$ cat config.mk
export PLATFORM = sky130hd
export DESIGN_NAME = occ_code_packer
export DESIGN_NICKNAME = d
export VERILOG_FILES = /design/src/rtl/occ_code_packer.sv
export SDC_FILE = /design/constraint.sdc
export NUM_CORES = 1
export LEC_CHECK = 0
export CAP_MARGIN = 10
export CORE_UTILIZATION = 30
export DETAILED_ROUTE_END_ITERATION = 8
export GPL_TIMING_DRIVEN = 0
export PLACE_DENSITY = 0.54
export REMOVE_ABC_BUFFERS = 1
export SYNTH_ARGS = -nofsm -noshare
export SYNTH_HDL_FRONTEND = slang
export SYNTH_SLANG_ARGS = --single-unit
$ cat constraint.sdc
create_clock -name i_clk -period 6.2 [get_ports i_clk]
set_input_delay 1.24 -clock i_clk [delete_from_list [all_inputs] [get_ports i_clk]]
set_output_delay 1.24 -clock i_clk [all_outputs]
set_load 0.005 [all_outputs]
$ cat src/rtl/occ_code_packer.sv
// rtl/occ_code_packer.sv - packs 8-bit occupancy codes little-endian into 64-bit words behind a small FIFO
module occ_code_packer #(
    parameter int FIFO_DEPTH = 2,
    parameter int CNT_WIDTH  = 32
) (
    input  logic                 i_clk,
    input  logic                 i_rst,
    input  logic                 i_start,
    input  logic [7:0]           i_occ_code,
    input  logic                 i_occ_valid,
    output logic                 o_occ_ready,
    input  logic                 i_tree_done,
    output logic [63:0]          o_occupacy_code_64,
    output logic                 o_send_to_ddr,
    input  logic                 i_word_ack,
    output logic                 o_last_word,
    output logic                 o_bfs_finish,
    output logic [CNT_WIDTH-1:0] o_byte_count,
    output logic [CNT_WIDTH-1:0] o_word_count,
    output logic                 o_busy
);

    localparam int AW = $clog2(FIFO_DEPTH);
    localparam int OW = AW + 1;

    typedef enum logic [2:0] {S_IDLE, S_PACK, S_FLUSH, S_DRAIN, S_DONE} state_t;

    state_t        state, state_nxt;
    logic [63:0]   acc;
    logic [2:0]    idx;
    logic          pend_done;
    logic [63:0]   mem [FIFO_DEPTH];
    logic [AW-1:0] wr_ptr, rd_ptr;
    logic [OW-1:0] occ;
    logic          fifo_full, fifo_empty, accept, push, pop, start_ok;
    logic [63:0]   push_data;

    assign fifo_full   = (occ == OW'(FIFO_DEPTH));
    assign fifo_empty  = (occ == '0);
    assign start_ok    = i_start && (state == S_IDLE || state == S_DONE);
    // Ready depends only on registered state so a same-cycle pop cannot combinationally open it.
    assign o_occ_ready = (state == S_PACK) && !(idx == 3'd7 && fifo_full);
    assign accept      = i_occ_valid && o_occ_ready;
    assign pop         = i_word_ack && !fifo_empty;

    always_comb begin
        push      = 1'b0;
        push_data = acc;
        if (accept && idx == 3'd7) begin
            push      = 1'b1;
            push_data = {i_occ_code, acc[55:0]};
        end else if (state == S_FLUSH && idx != 3'd0 && !fifo_full) begin
            push      = 1'b1;
        end
    end

    always_ff @(posedge i_clk or negedge i_rst) begin
        if (!i_rst) begin
            state <= S_IDLE;
        end else begin
            state <= state_nxt;
        end
    end

    always_comb begin
        state_nxt = state;
        case (state)
            S_IDLE, S_DONE: if (i_start)                          state_nxt = S_PACK;
            S_PACK:         if (i_tree_done)                      state_nxt = S_FLUSH;
            S_FLUSH:        if (idx == 3'd0 || !fifo_full)        state_nxt = S_DRAIN;
            S_DRAIN:        if (fifo_empty)                       state_nxt = S_DONE;
            default:                                              state_nxt = S_IDLE;
        endcase
    end

    always_ff @(posedge i_clk or negedge i_rst) begin
        if (!i_rst) begin
            acc          <= '0;
            idx          <= '0;
            pend_done    <= 1'b0;
            o_byte_count <= '0;
            o_word_count <= '0;
        end else if (start_ok) begin
            acc          <= '0;
            idx          <= '0;
            pend_done    <= 1'b0;
            o_byte_count <= '0;
            o_word_count <= '0;
        end else begin
            if (accept) begin
                o_byte_count <= o_byte_count + CNT_WIDTH'(1);
                if (idx == 3'd7) begin
                    acc <= '0;
                    idx <= '0;
                end else begin
                    acc[{idx, 3'b000} +: 8] <= i_occ_code;
                    idx                     <= idx + 3'd1;
                end
            end
            if (state == S_PACK && i_tree_done) pend_done <= 1'b1;
            if (state == S_FLUSH && push) begin
                acc <= '0;
                idx <= '0;
            end
            if (pop) o_word_count <= o_word_count + CNT_WIDTH'(1);
        end
    end

    always_ff @(posedge i_clk or negedge i_rst) begin
        if (!i_rst) begin
            wr_ptr <= '0;
            rd_ptr <= '0;
            occ    <= '0;
        end else begin
            if (push) wr_ptr <= wr_ptr + AW'(1);
            if (pop)  rd_ptr <= rd_ptr + AW'(1);
            case ({push, pop})
                2'b10:   occ <= occ + OW'(1);
                2'b01:   occ <= occ - OW'(1);
                default: occ <= occ;
            endcase
        end
    end

    // Storage needs no reset: the empty flag masks the head word.
    always_ff @(posedge i_clk) begin
        if (push) mem[wr_ptr] <= push_data;
    end

    assign o_send_to_ddr      = !fifo_empty;
    assign o_occupacy_code_64 = fifo_empty ? 64'd0 : mem[rd_ptr];
    assign o_last_word        = pend_done && (state == S_DRAIN) && (occ == OW'(1));
    assign o_bfs_finish       = (state == S_DONE);
    assign o_busy             = !(state == S_IDLE || state == S_DONE);

endmodule

Yosys cells after proc, flatten, opt, wreduce, memory -nomap -nowiden
Memories as Yosys holds them, arrays and structs flattened.
Index checks and enable logic that the tools add are counted.
{ "word_totals": {"reg_bits": 139, "ramBits": 128, "input_bits": 14, "out_inout_bits": 133, "word_cells": 89, "memories": 1} }
{ "op_classes": {"add_sub_neg": 8, "n_eq_ne": 13, "n_shift": 2, "muxes": 27, "n_reduce_logical": 29} }
{ "mem_list": {"columns": ["memory", "depth", "width", "rd", "rd_clocked_by_memory_dff", "write_ports", "line", "text"], "rows": [
  ["mem", 2, 64, 1, 0, 1, "32", "logic [63:0] mem [FIFO_DEPTH];"]
]} }
{ "op_table": {"columns": ["operator", "count"], "rows": [
  ["$mux W64", 6],
  ["$mux W32", 4],
  ["$add A32 B1 Y32 const B", 2],
  ["$bwmux W64", 1],
  ["$shift A8 B8 Y64 const A", 1],
  ["$shiftx A8 B8 Y64", 1],
  ["$mux W3", 8],
  ["$logic_and A1 B1 Y1", 12],
  ["$pmux W3 S4", 1],
  ["$neg A6 Y8", 1],
  ["$reduce_bool A2 Y1", 4],
  ["$eq A3 B2 Y1 const B", 2],
  ["$eq A3 B3 Y1 const B", 2],
  ["$logic_not A3 Y1", 2],
  ["$mux W1", 6],
  ["$ne A2 B2 Y1 const B", 3],
  ["$reduce_bool A3 Y1", 2],
  ["$eq A2 B1 Y1 const B", 2],
  ["$eq A2 B2 Y1 const B", 2],
  ["$logic_not A1 Y1", 4],
  ["$pmux W2 S2", 1],
  ["$reduce_and A4 Y1", 1],
  ["$add A3 B1 Y3 const B", 1],
  ["$eq A3 B1 Y1 const B", 1],
  ["7 further kinds", 9]
]} }

Longest topological paths before layout
{ "depth": {"ltp_word": 10, "mapped_depth": 10, "depth_no_buf": 9} }

Worst setup path after synthesis
OpenSTA, ideal clock, no wires.
{ "synth_path": {"path_kind": "input port to flip-flop", "startpoint": "in i_occ_valid", "endpoint": "mem mem[1][0] (enable)", "arrival_time_ps": 5050, "setup_slack_ps": 657, "stages": 6, "n_path_buf": 2, "cell_sequence": "nand4bb_1 > buf_2 > or3_1 > clkbuf_1 > nor2b_1 > nor2b_1"} }
{ "synth_via": {"elab_chain_len": 5} }
{ "synth_lines": {"columns": ["element", "line", "text"], "rows": [
  ["start: declaration", "10", "input logic i_occ_valid,"],
  ["$logic_and A1 B1 Y1", "43", "assign accept = i_occ_valid && o_occ_ready;"],
  ["$logic_and A1 B1 Y1", "49", "if (accept && idx == 3'd7) begin"],
  ["$mux W1", "49", null],
  ["$mux W1", "127", "if (push) mem[wr_ptr] <= push_data;"],
  ["$mux W1 (implied by the code)", "127", null],
  ["end: declaration", "32", null]
]} }
No other way between the ends.

Worst setup path in the final report
{ "layout_path": {"startpoint": "reg idx[0]", "endpoint": "out o_occ_ready"} }
{ "layout_via": {"elab_chain_len": 4} }
{ "layout_lines": {"columns": ["element", "line", "text"], "rows": [
  ["start: declaration", "30", "logic [2:0] idx;"],
  ["start signal: assignment", "97", "idx <= idx + 3'd1;"],
  ["$eq A3 B3 Y1", "42", "assign o_occ_ready = (state == S_PACK) && !(idx == 3'd7 && fifo_full);"],
  ["$logic_and A1 B1 Y1", "42", null],
  ["$logic_not A1 Y1", "42", null],
  ["$logic_and A1 B1 Y1", "42", null],
  ["end: declaration", "11", "output logic o_occ_ready,"]
]} }
No other way between the ends.

==> key figures <==
Run status
  • Run status: finished clean

Clock tree
  • Root buf cell: clkbuf_16
  • CTS Buf Count: 31
  • Post-CTS Setup Inserts: 0
  • Post_cts resized: 0
  • Hold-fix buffers, CTS: 0
  • Sink Count: 267
  • Insertion delay to the later sink of the worst-skew pair: 0.57 ns
  • Worst-path clk slew: 0.06 ns
  • CTS tree: done
  • Clock buffer depth: 3
  • Number of H-tree levels: 1

Setup path
  • Max stage delay cell, worst path: dfrtp_1
  • Max incr delay on CP: 0.61 ns
  • Most frequent CP cell: ha_1
  • Crit path launch type: flip-flop
  • R2R cell count: 9
  • Crit Reg-Reg Startpoint: idx[0]$_DFFE_PN0P_
  • Worst EP arrival: 2.95 ns
  • Worst Path Max Fanout: 14
  • Setup CP Type: reg -> out
  • Crit path launch: idx[0]$_DFFE_PN0P_
  • Cell Chain, Critical Path: ha_1, ha_1, and2_0, nor3_1, clkdlybuf4s50_1
  • Critical path capture point type: primary output
  • WP data required: 4.96 ns

Placement
  • Gpl congestion: 0.792
  • Detailed Place HPWL: 18800 um
  • Port bufs: 146

Floorplan
  • Die height: 199 um
  • Std cell rows: 71
  • Core area: 37900 um2
  • Die X: 199 um
  • Die Area: 39600 um2
  • I/O pins: 147
  • Initial core utilization: 0.307

STA
  • Final Setup Violations: 0
  • Fmax: 239 MHz
  • Final Skew: 0.0143 ns
  • Final min period: 4.19 ns
  • Final max-slew violation count: 0
  • Slew @ Worst Pin: 1.09 ns
  • Worst rel slew slack: 0.271
  • Final Hold Viols: 0
  • Final period util: 0.676
  • RSZ-0062 raised after global routing: no
  • Minimum hold slack: 0.469 ns

GRT
  • Met1 usage: 0.211
  • Initial antenna violation count: 0
  • Vias in the first global route: 8124
  • First-pass GRT wire length: 47100 um
  • Met2 Use GR: 0.235
  • Largest net degree at the start of global routing: 89
  • Met3 Usage GRT: 0.0407
  • Total global routing overflow: 0
  • Total track usage: 0.151
  • Gr busiest metal: met2

Yosys
  • Synth Warn #: 0
  • Synthesized cell area: 11600 um2
  • Synth unique cells: 51
  • Post-synth top flop: dfrtp_1
  • Post-synth EDFFs: 128
  • Fraction of registers with async set or reset after synthesis: 0.521
  • Mapped Avg Cell Area: 12.2 um2
  • Sequential area share after synthesis: 0.629
  • Synthesized instance count: 953
  • Synth Register Bits: 267

Final layout
  • # diodes: 0
  • Commonest non-fill, non-tap cell in the layout: clkdlybuf4s50_1
  • FILL cells: 3672
  • Area delta synth->final: 26.6%
  • Most frequent cells in the layout: clkdlybuf4s50_1 (145), dfrtp_1 (138), edfxtp_1 (128)
  • Finished Core Util: 0.389
  • Share of cells above drive strength 1: 0.0673
  • Register area: 7330 um2
  • Area occupied by multi-input gates: 4080 um2
  • Fin nets: 1117

Drt
  • Via density: 5.03
  • Antenna viol nets, final: 0
  • Drt first pass iters: 7
  • Avg WL per Cell: 18.2 um
  • DRT iter0 DRCs: 511
  • DR DRC count: 0
  • Routed Wire Length: 29600 um
  • Vias post-DR: 8175

Worst hold path
  • Start point of the worst min-delay path: acc[14]$_DFFE_PN0P_
  • Hold Crit Class: reg -> reg
  • Worst Hold Depth: 0

Power
  • Overall Power: 5.69 mW
  • PwrDens: 385 nW/um2
  • Worst vdd ir: 268 uV
  • Leakage: 5.73 nW

Job
  • Max-cap check violation count: 0
where the power goes:
part | internal (mW) | leakage [nW] | switching (mW) | total (mW)
clock network | 0.967 | 0.454 | 0.722 | 1.69
registers | 2.06 | 3.09 | 0.163 | 2.22
logic | 0.857 | 2.18 | 0.923 | 1.78
total | 3.88 | 5.73 | 1.81 | 5.69
cell type report:
type,instances,area share
Timing Repair Buffer,159,0.116
Clock buffer,50,0.0595
Sequential cell,267,0.497
Multi-Input combinational cell,615,0.277
Clock inverter,8,0.00407
Tap cell,511,0.0433
Inverter,16,0.00407
stage by stage:
step | cells | cell area [um2] | TNS [ns] | setup WS, ns
4_1_cts | 1625 | 14700 | 0 | 2.03
5_1_grt | 1626 | 14800 | 0 | 1.76
6_report | 1626 | 14800 | 0 | 2.01
3_3_place_gp | 1555 | 13500 | -836.68 | -3.46
2_1_floorplan | 898 | 11400 | 0 | 0.354
3_5_place_dp | 1567 | 13800 | 0 | 1.54
worst paths after layout:
path	slack (ns)	end
min	0.47	mem[0][14]$_DFFE_PP_
max in group asynchronous	4.67	rd_ptr$_DFFE_PN0P_
max reg2reg	2.12	mem[1][45]$_DFFE_PP_
max	2.01	o_occ_ready
min reg2reg	0.47	mem[0][14]$_DFFE_PP_
min in group asynchronous	0.63	o_byte_count[20]$_DFFE_PN0P_
Yosys cell counts, types with 2 or more instances:
cell type | n | share of area
clkbuf_1 | 36 | 0.012
nor4_2 | 2 | 0.0021
o2111ai_1 | 2 | 0.0015
or3_1 | 13 | 0.0070
nand3_1 | 36 | 0.015
nor2_1 | 102 | 0.033
nor4_1 | 6 | 0.0032
nand2_1 | 49 | 0.016
mux2i_1 | 68 | 0.058
edfxtp_1 | 128 | 0.33
and3_1 | 12 | 0.0064
nand4_1 | 29 | 0.016
or2_2 | 2 | 0.0011
and4_1 | 10 | 0.0075
o31ai_1 | 26 | 0.017
a22o_1 | 48 | 0.036
dfrtp_1 | 139 | 0.30
o21ai_0 | 18 | 0.0077
nor3_1 | 7 | 0.0030
ha_1 | 13 | 0.014
o211ai_1 | 15 | 0.0097
buf_2 | 3 | 0.0013
inv_1 | 16 | 0.0052
a21oi_1 | 66 | 0.028
or4_1 | 30 | 0.019
xor2_1 | 10 | 0.0075
mux2_2 | 8 | 0.0077
and2_1 | 3 | 0.0016
nor2b_1 | 3 | 0.0016
buf_1 | 15 | 0.0048
nand2b_1 | 5 | 0.0027
or4b_1 | 2 | 0.0017
o211a_1 | 2 | 0.0017
xnor2_1 | 12 | 0.0090
state kept, by name (all words and copies together) (netlist names), 2 cells and up:
signal	count
mem	128
acc	64
o_byte_count	32
o_word_count	32
idx	3
state	3
occ	2
metal layers:
layer	wire length (um)	vias up
met5	0	-
met1	13800	4055
met4	588	0
met3	2010	45
met2	13200	203
li1	-	3872
critical path: cells and delay by family (launching register included):
| kind | cells | cell delay (ns) |
|---|---|---|
| adders and majority gates | 2 | 0.77 |
| DFF | 1 | 0.61 |
| buffers and inverters | 1 | 0.52 |
| and+or+nand+nor | 2 | 0.48 |
cells by family (layout without fill, tap and decap cells):
kind of cell / after synthesis / count (layout) / share of synthesized area
adders and majority gates: 13 / 13 / 0.0140
buffers and inverters: 71 / 233 / 0.0238
and+or+nand+nor: 319 / 319 / 0.143
DFF: 267 / 267 / 0.629
AOI/OAI and AO/OA: 185 / 185 / 0.108
muxes: 76 / 76 / 0.0662
xor gates and xnor gates: 22 / 22 / 0.0165
No activity file was read; power rests on OpenSTA's default activity.
